[src/rtl/viagem_pkg.sv]
// viagem_pkg
//   Shared definitions for the trip block and its neighbours:
//   - state_t   : trip FSM encoding (IDLE=0, BOARD=1, RIDE=2, ARRIVED=3)
//   - VERDE_OK  : green-LED word meaning "driver is at the pickup point",
//                 shared with the driver-approach block
//   - onehot_ok : 1 when exactly one bit of a vector (up to 32 bits) is set
package viagem_pkg;

    typedef enum logic [1:0] {
        IDLE    = 2'd0,
        BOARD   = 2'd1,
        RIDE    = 2'd2,
        ARRIVED = 2'd3
    } state_t;

    localparam logic [7:0] VERDE_OK = 8'hFF;

    // Callers zero-extend their vector to 32 bits; position vectors are
    // never wider than that on this board.
    function automatic logic onehot_ok(input logic [31:0] vec);
        return (vec != 32'd0) && ((vec & (vec - 32'd1)) == 32'd0);
    endfunction

endpackage

[src/rtl/viagem_divisor_passo.sv]
// divisor_passo
//   Step-tick generator. Counts clk cycles and raises tick for one cycle
//   every STEP_DIV cycles. clr restarts the count from zero, so the first
//   tick after a clear comes STEP_DIV cycles later.
// Ports
//   clk   in  1  system clock
//   rst_n in  1  asynchronous active-low reset
//   clr   in  1  synchronous restart of the count
//   tick  out 1  high while the count sits at STEP_DIV-1
module divisor_passo #(
    parameter int STEP_DIV = 25000000
) (
    input  logic clk,
    input  logic rst_n,
    input  logic clr,
    output logic tick
);

    localparam int CW = (STEP_DIV > 2) ? $clog2(STEP_DIV) : 1;
    localparam logic [CW-1:0] LAST = CW'(STEP_DIV - 1);

    logic [CW-1:0] cnt;

    assign tick = (cnt == LAST);

    always_ff @(posedge clk or negedge rst_n) begin
        if (!rst_n) begin
            cnt <= '0;
        end else if (clr || tick) begin
            cnt <= '0;
        end else begin
            cnt <= cnt + CW'(1);
        end
    end

endmodule

[src/rtl/viagem.sv]
// viagem
//   Trip block: after the approach block reports the driver at the pickup
//   (chegou == VERDE_OK) it boards the passenger, walks a one-hot position
//   across the red LEDs toward the destination one LED per step tick,
//   accumulates steps and fare, lights the green LEDs on arrival and waits
//   for the passenger to acknowledge.
// Ports
//   clk          in  1       system clock
//   rst_n        in  1       asynchronous active-low reset
//   chegou       in  8       approach-block green word, VERDE_OK = at pickup
//   inicio       in  N_POS   one-hot pickup position
//   fim          in  N_POS   one-hot destination position
//   confirma     in  1       passenger acknowledge (level)
//   cancela      in  1       abort trip, beats everything but reset
//   fio          out N_POS   current car position (LEDR)
//   acende_verde out 8       all ones while ARRIVED
//   em_corrida   out 1       high in BOARD and RIDE
//   fim_viagem   out 1       one-cycle pulse on entry to ARRIVED
//   erro         out 1       bad pickup/destination while driver waits
//   passos       out 4       steps taken this trip (saturating)
//   tarifa       out FARE_W  accumulated fare (saturating)
//   estado       out 2       current FSM state, for observation
// Handshake: chegou and confirma are levels, sampled on every rising edge;
// there is no back-pressure, a qualifying level is acted on at that edge.
module viagem
    import viagem_pkg::*;
#(
    parameter int N_POS         = 9,
    parameter int STEP_DIV      = 25000000,
    parameter int BOARD_TICKS   = 2,
    parameter int FARE_W        = 8,
    parameter int FARE_BASE     = 5,
    parameter int FARE_PER_STEP = 2
) (
    input  logic              clk,
    input  logic              rst_n,
    input  logic [7:0]        chegou,
    input  logic [N_POS-1:0]  inicio,
    input  logic [N_POS-1:0]  fim,
    input  logic              confirma,
    input  logic              cancela,
    output logic [N_POS-1:0]  fio,
    output logic [7:0]        acende_verde,
    output logic              em_corrida,
    output logic              fim_viagem,
    output logic              erro,
    output logic [3:0]        passos,
    output logic [FARE_W-1:0] tarifa,
    output state_t            estado
);

    localparam int BW = (BOARD_TICKS > 1) ? $clog2(BOARD_TICKS) : 1;
    localparam logic [BW-1:0] BOARD_LAST = BW'(BOARD_TICKS - 1);

    state_t            state, state_next;
    logic [N_POS-1:0]  pos, pos_next;
    logic [N_POS-1:0]  dest, dest_next;
    logic [BW-1:0]     board_cnt, board_cnt_next;
    logic [3:0]        passos_next;
    logic [FARE_W-1:0] tarifa_next;
    logic [FARE_W:0]   tarifa_sum;
    logic              tick;
    logic              pedido_ok;
    logic              pedido_mau;
    logic              entra_estado;

    assign pedido_ok  = onehot_ok(32'(inicio)) && onehot_ok(32'(fim));
    assign pedido_mau = (chegou == VERDE_OK) && !pedido_ok;
    assign tarifa_sum = {1'b0, tarifa} + (FARE_W + 1)'(FARE_PER_STEP);

    // Restart the step divider on every state change so each state's
    // first tick lands a full STEP_DIV cycles after entry.
    assign entra_estado = (state_next != state);

    divisor_passo #(
        .STEP_DIV (STEP_DIV)
    ) u_divisor (
        .clk   (clk),
        .rst_n (rst_n),
        .clr   (entra_estado),
        .tick  (tick)
    );

    always_comb begin
        state_next     = state;
        pos_next       = pos;
        dest_next      = dest;
        board_cnt_next = board_cnt;
        passos_next    = passos;
        tarifa_next    = tarifa;

        if (cancela) begin
            // Abort freezes passos/tarifa; a tick this cycle is discarded.
            state_next = IDLE;
        end else begin
            case (state)
                IDLE: begin
                    if ((chegou == VERDE_OK) && pedido_ok) begin
                        state_next     = BOARD;
                        pos_next       = inicio;
                        dest_next      = fim;
                        board_cnt_next = '0;
                        passos_next    = 4'd0;
                        tarifa_next    = FARE_W'(FARE_BASE);
                    end
                end
                BOARD: begin
                    if (tick) begin
                        if (board_cnt == BOARD_LAST) begin
                            state_next = (pos == dest) ? ARRIVED : RIDE;
                        end else begin
                            board_cnt_next = board_cnt + BW'(1);
                        end
                    end
                end
                RIDE: begin
                    if (tick && (pos != dest)) begin
                        // One-hot vectors compare like their bit indices.
                        if (pos > dest) begin
                            pos_next = pos >> 1;
                        end else begin
                            pos_next = pos << 1;
                        end
                        if (passos != 4'hF) begin
                            passos_next = passos + 4'd1;
                        end
                        if (tarifa_sum[FARE_W]) begin
                            tarifa_next = '1;
                        end else begin
                            tarifa_next = tarifa_sum[FARE_W-1:0];
                        end
                        if (pos_next == dest) begin
                            state_next = ARRIVED;
                        end
                    end
                end
                ARRIVED: begin
                    if (confirma) begin
                        state_next = IDLE;
                    end
                end
                default: begin
                    state_next = IDLE;
                end
            endcase
        end
    end

    always_ff @(posedge clk or negedge rst_n) begin
        if (!rst_n) begin
            state     <= IDLE;
            pos       <= '0;
            dest      <= '0;
            board_cnt <= '0;
        end else begin
            state     <= state_next;
            pos       <= pos_next;
            dest      <= dest_next;
            board_cnt <= board_cnt_next;
        end
    end

    // Outputs are registered from the next-state values so they line up
    // with the state they describe.
    always_ff @(posedge clk or negedge rst_n) begin
        if (!rst_n) begin
            fio          <= '0;
            acende_verde <= 8'h00;
            em_corrida   <= 1'b0;
            fim_viagem   <= 1'b0;
            erro         <= 1'b0;
            passos       <= 4'd0;
            tarifa       <= '0;
        end else begin
            fio          <= (state_next == IDLE) ? '0 : pos_next;
            acende_verde <= (state_next == ARRIVED) ? VERDE_OK : 8'h00;
            em_corrida   <= (state_next == BOARD) || (state_next == RIDE);
            fim_viagem   <= (state_next == ARRIVED) && (state != ARRIVED);
            erro         <= (state_next == IDLE) && pedido_mau;
            passos       <= passos_next;
            tarifa       <= tarifa_next;
        end
    end

    assign estado = state;

endmodule
[config.mk]
export PLATFORM = sky130hd
export DESIGN_NAME = viagem
export DESIGN_NICKNAME = d
export VERILOG_FILES = /design/src/rtl/viagem_pkg.sv /design/src/rtl/viagem_divisor_passo.sv /design/src/rtl/viagem.sv
export SDC_FILE = /design/constraint.sdc
export NUM_CORES = 1
export LEC_CHECK = 0
export CAP_MARGIN = 20
export CORE_ASPECT_RATIO = 1.2
export CORE_UTILIZATION = 45
export CTS_CLUSTER_DIAMETER = 50
export DETAILED_ROUTE_END_ITERATION = 10
export PLACE_DENSITY = 0.71
export SLEW_MARGIN = 30
export SYNTH_ARGS = -nofsm -noshare
export SYNTH_HDL_FRONTEND = slang
export SYNTH_SLANG_ARGS = --single-unit
[constraint.sdc]
create_clock -name clk -period 3.3 [get_ports clk]
set_input_delay 0.66 -clock clk [delete_from_list [all_inputs] [get_ports clk]]
set_output_delay 0.66 -clock clk [all_outputs]
set_load 0.005 [all_outputs]
==> results_tabular.tex <==
\begin{tabular}{lr}
\hline
Metric & Value \\
\hline
\multicolumn{2}{l}{\textbf{Run status}} \\
Result of the run & complete, no violations \\
\multicolumn{2}{l}{\textbf{Drt}} \\
Post-detailed-route wirelength per cell & 15.6 um \\
Number of design rule violations left after detail routing & 0 \\
DRT Pass-1 Iters & 4 \\
Post-detailed-routing wire length & 10.4 mm \\
Antenna Nets Post-Route & 0 \\
DR iter-0 viols & 242 \\
Vias per std cell & 5.47 \\
Overall via count from detail\_route & 3,657 \\
\multicolumn{2}{l}{\textbf{Floorplan}} \\
Core area & 8660 um2 \\
Starting utilization of the core area & 0.467 \\
Die width & 88.5 um \\
Die H & 106 um \\
Num ports & 64 \\
Area of the die & 9370 um2 \\
Total number of placement rows & 37 \\
\multicolumn{2}{l}{\textbf{Finish}} \\
Final antenna diode count & 0 \\
Number of nets in the layout & 590 \\
Area added between synthesis and finish & 34.7\% \\
Highest-count cells in the layout ignoring fill and taps & 71 x sky130\_fd\_sc\_hd\_\_dfrtp\_1, 62 x sky130\_fd\_sc\_hd\_\_clkdlybuf4s50\_1, 54 x sky130\_fd\_sc\_hd\_\_buf\_4 \\
Commonest non-fill, non-tap cell in the layout & sky130\_fd\_sc\_hd\_\_dfrtp\_1 \\
Share of post-route cells with drive strength above 1 & 0.172 \\
Utilization after layout & 0.629 \\
\multicolumn{2}{l}{\textbf{Worst setup path}} \\
Depth of the worst register-to-register path & 12 \\
Critical path data arrival time & 3.45 ns \\
Setup crit end kind & register \\
Critical path start-end classification & in -> reg \\
Worst-path maximum fanout & 10 \\
Critical Path RT & 3.60 ns \\
Nature of the critical path startpoint & input port \\
Crit Reg-Reg Startpoint & pos[2] \\
Setup crit start & fim[1] \\
\multicolumn{2}{l}{\textbf{GRT}} \\
Total routing usage reported by global routing & 0.247 \\
Vias in the first global route & 3,657 \\
First-pass GRT wire length & 17.6 mm \\
Maximum number of pins on one net before global-route repair & 29 \\
Leftover overflow at the end of global routing & 0 \\
Initial antenna violation count & 0 \\
\multicolumn{2}{l}{\textbf{Clocking}} \\
\# hold bufs at CTS & 0 \\
TritonCTS clock tree & built \\
CTS HTree Levels & 3 \\
Sink Count & 71 \\
Clock slew at the register clock pins of the worst setup and hold paths & 0.08 ns \\
Master cell of the clock root buffer & sky130\_fd\_sc\_hd\_\_clkbuf\_8 \\
Clock network latency to the later pin of the worst-skew pair & 0.35 ns \\
Buffers from clock root to sink, at most & 2 \\
Total CTS buffers & 9 \\
Post-CTS setup buffers & 0 \\
\multicolumn{2}{l}{\textbf{Timing}} \\
Setup-violating endpoint count in the final report & 0 \\
Final Hold Vio Count & 0 \\
Final period util & 0.956 \\
Max-slew headroom & 0.512 \\
Final total negative setup slack & 0 ns \\
Min Clock Period, post-route & 3.16 ns \\
Top achievable clock speed & 0.317 GHz \\
Actual transition at the worst max-transition pin & 0.725 ns \\
Layout Skew & 0.0121 ns \\
Final Max Tran Viols & 0 \\
\multicolumn{2}{l}{\textbf{Synthesis}} \\
Count of unique library cells instantiated by Yosys & 68 \\
Gate count of the mapped netlist & 436 \\
Netlist area before placement & 4040 um2 \\
Flops \& latches, synth & 71 \\
Yosys synthesis warning count & 0 \\
Post-Synthesis Net Count & 480 \\
Primary FF master, synth & sky130\_fd\_sc\_hd\_\_dfrtp\_1 \\
Proportion of synthesized flip-flops having asynchronous set or reset & 1.00 \\
Fraction of post-synthesis cell area in the top cell type by area & 0.439 \\
Most area-hungry cell type in the Yosys netlist & sky130\_fd\_sc\_hd\_\_dfrtp\_1 \\
Top post-synthesis cells by area & sky130\_fd\_sc\_hd\_\_dfrtp\_1 44\%, sky130\_fd\_sc\_hd\_\_nand2\_1 4.7\%, sky130\_fd\_sc\_hd\_\_ha\_1 4.3\% \\
Number of flops mapped to enable cells by yosys & 0 \\
Synth Area per Inst & 9.27 um2 \\
Sequential area share after synthesis & 0.439 \\
\multicolumn{2}{l}{\textbf{Power and ir drop}} \\
Peak VDD IR & 0.195 mV \\
Static power due to leakage & 2.38 nW \\
Power density normalized to cell area & 429 nW/um2 \\
\multicolumn{2}{l}{\textbf{Worst hold path}} \\
Worst hold-check path type & in -> async \\
\multicolumn{2}{l}{\textbf{Place}} \\
Detail Placement HPWL & 8.06 mm \\
Input/output buffers & 63 \\
RePlAce Congestion & 0.961 \\
\multicolumn{2}{l}{\textbf{Job}} \\
MaxCap Viol Count & 0 \\
\hline
\end{tabular}
[stage by stage]
step / instance area [um2] / worst slack (ns) / total power, mW / hold WS (ns) / std cells
global placement: 5140 / -0.276 / 1.42 / 0.461 / 652
detailed placement: 5140 / -0.329 / 1.44 / 0.478 / 652
floorplan: 4050 / 0.0996 / 1.26 / 0.364 / 436
CTS: 5410 / -0.00786 / 2.34 / 0.229 / 668
global route: 5450 / -0.0253 / 2.45 / 0.251 / 668
finish: 5450 / 0.144 / 2.34 / 0.225 / 668
[worst max-delay path, stage by stage]
cell and delay (ns):
sky130_fd_sc_hd__clkdlybuf4s50_1 0.42, sky130_fd_sc_hd__or4_4 0.54, sky130_fd_sc_hd__or4b_1 0.51, sky130_fd_sc_hd__o311ai_1 0.13, sky130_fd_sc_hd__o21a_1 0.21, sky130_fd_sc_hd__and3_1 0.20, sky130_fd_sc_hd__nor2_1 0.07, sky130_fd_sc_hd__a211o_1 0.31
sky130_fd_sc_hd__ha_4 0.20, sky130_fd_sc_hd__and2b_1 0.18
[sequential cells by signal, summed over array words and instances, names as in the netlist, 2 cells and up]
signal         flops
dest               9
u_divisor.cnt     25
estado             2
pos                9
tarifa             8
passos             4
fio                9
[timing repair]
| item | 4_1_cts | 5_1_grt |
|---|---|---|
| pin swaps | 0 | 7 |
| gates resized for setup | 2 | 10 |
| endpoints found under the setup margin | 11 | 21 |
| endpoints found under the hold margin | 0 | 0 |
[synth_stat cells, types with 2 or more instances]
library cell	count
sky130_fd_sc_hd__dfrtp_1	71
sky130_fd_sc_hd__nand2_1	51
sky130_fd_sc_hd__nor2_1	46
sky130_fd_sc_hd__o21ai_0	25
sky130_fd_sc_hd__a21oi_1	23
sky130_fd_sc_hd__inv_1	20
sky130_fd_sc_hd__xor2_1	17
sky130_fd_sc_hd__nand3_1	16
sky130_fd_sc_hd__ha_1	14
sky130_fd_sc_hd__and3_1	13
sky130_fd_sc_hd__xnor2_1	11
sky130_fd_sc_hd__nor3_1	9
sky130_fd_sc_hd__buf_4	7
sky130_fd_sc_hd__nor2b_1	6
sky130_fd_sc_hd__mux2i_1	5
sky130_fd_sc_hd__a22oi_1	4
sky130_fd_sc_hd__and4_1	4
sky130_fd_sc_hd__buf_1	4
sky130_fd_sc_hd__buf_2	4
sky130_fd_sc_hd__clkbuf_1	4
sky130_fd_sc_hd__nand4_1	4
sky130_fd_sc_hd__nor4_1	4
sky130_fd_sc_hd__o2bb2ai_1	4
sky130_fd_sc_hd__or2_2	4
sky130_fd_sc_hd__a211oi_1	3
sky130_fd_sc_hd__a21o_1	3
sky130_fd_sc_hd__a2bb2oi_1	3
sky130_fd_sc_hd__a31oi_1	3
sky130_fd_sc_hd__nor4b_1	3
sky130_fd_sc_hd__o22ai_1	3
sky130_fd_sc_hd__o22ai_2	3
sky130_fd_sc_hd__a21boi_0	2
sky130_fd_sc_hd__a221oi_1	2
sky130_fd_sc_hd__a41oi_1	2
sky130_fd_sc_hd__and2_1	2
sky130_fd_sc_hd__maj3_1	2
sky130_fd_sc_hd__mux2_2	2
sky130_fd_sc_hd__o21ai_1	2
sky130_fd_sc_hd__or4_1	2
[per-layer routing]
| metal | GRT usage | up-vias | wire [um] |
|---|---|---|---|
| li1 | - | 1775 | - |
| met1 | 0.332 | 1749 | 4690 |
| met2 | 0.390 | 113 | 4900 |
| met3 | 0.0501 | 20 | 541 |
| met4 | 0.0922 | 0 | 278 |
| met5 | 0 | - | 0 |
[power breakdown]
part	leakage [nW]	internal (mW)	switching, mW
sequential	0.893	0.969	0.0984
clock	0.133	0.567	0.341
combinational	1.35	0.186	0.175
[path summary, 6_finish.rpt]
path                             end  slack [ns]
min                           fio[0]        0.22
max                           fio[5]        0.14
min reg2reg                tarifa[0]        0.50
max in group asynchronous  tarifa[2]        2.35
min in group clk           tarifa[0]        0.50
max reg2reg                   fio[5]        0.20
[kinds of logic after synthesis]
kind of cell / synth area share
DFF: 0.439
and+or+nand+nor: 0.218
xor gates and xnor gates: 0.0607
adders and majority gates: 0.0483
AOI/OAI and AO/OA: 0.166
muxes: 0.0207
buffers and inverters: 0.0467
[layout make-up]
| class | count | area [um2] |
|---|---|---|
| Fill cell | 750 | 3210 |
| Multi-Input combinational cell | 325 | 2120 |
| Inverter | 20 | 75.1 |
| Sequential cell | 71 | 1780 |
| Clock inverter | 4 | 98.8 |
| Clock buffer | 12 | 165 |
| Timing Repair Buffer | 119 | 1060 |
| Tap cell | 117 | 146 |
Note: power is estimated with default switching activity, not from simulation.
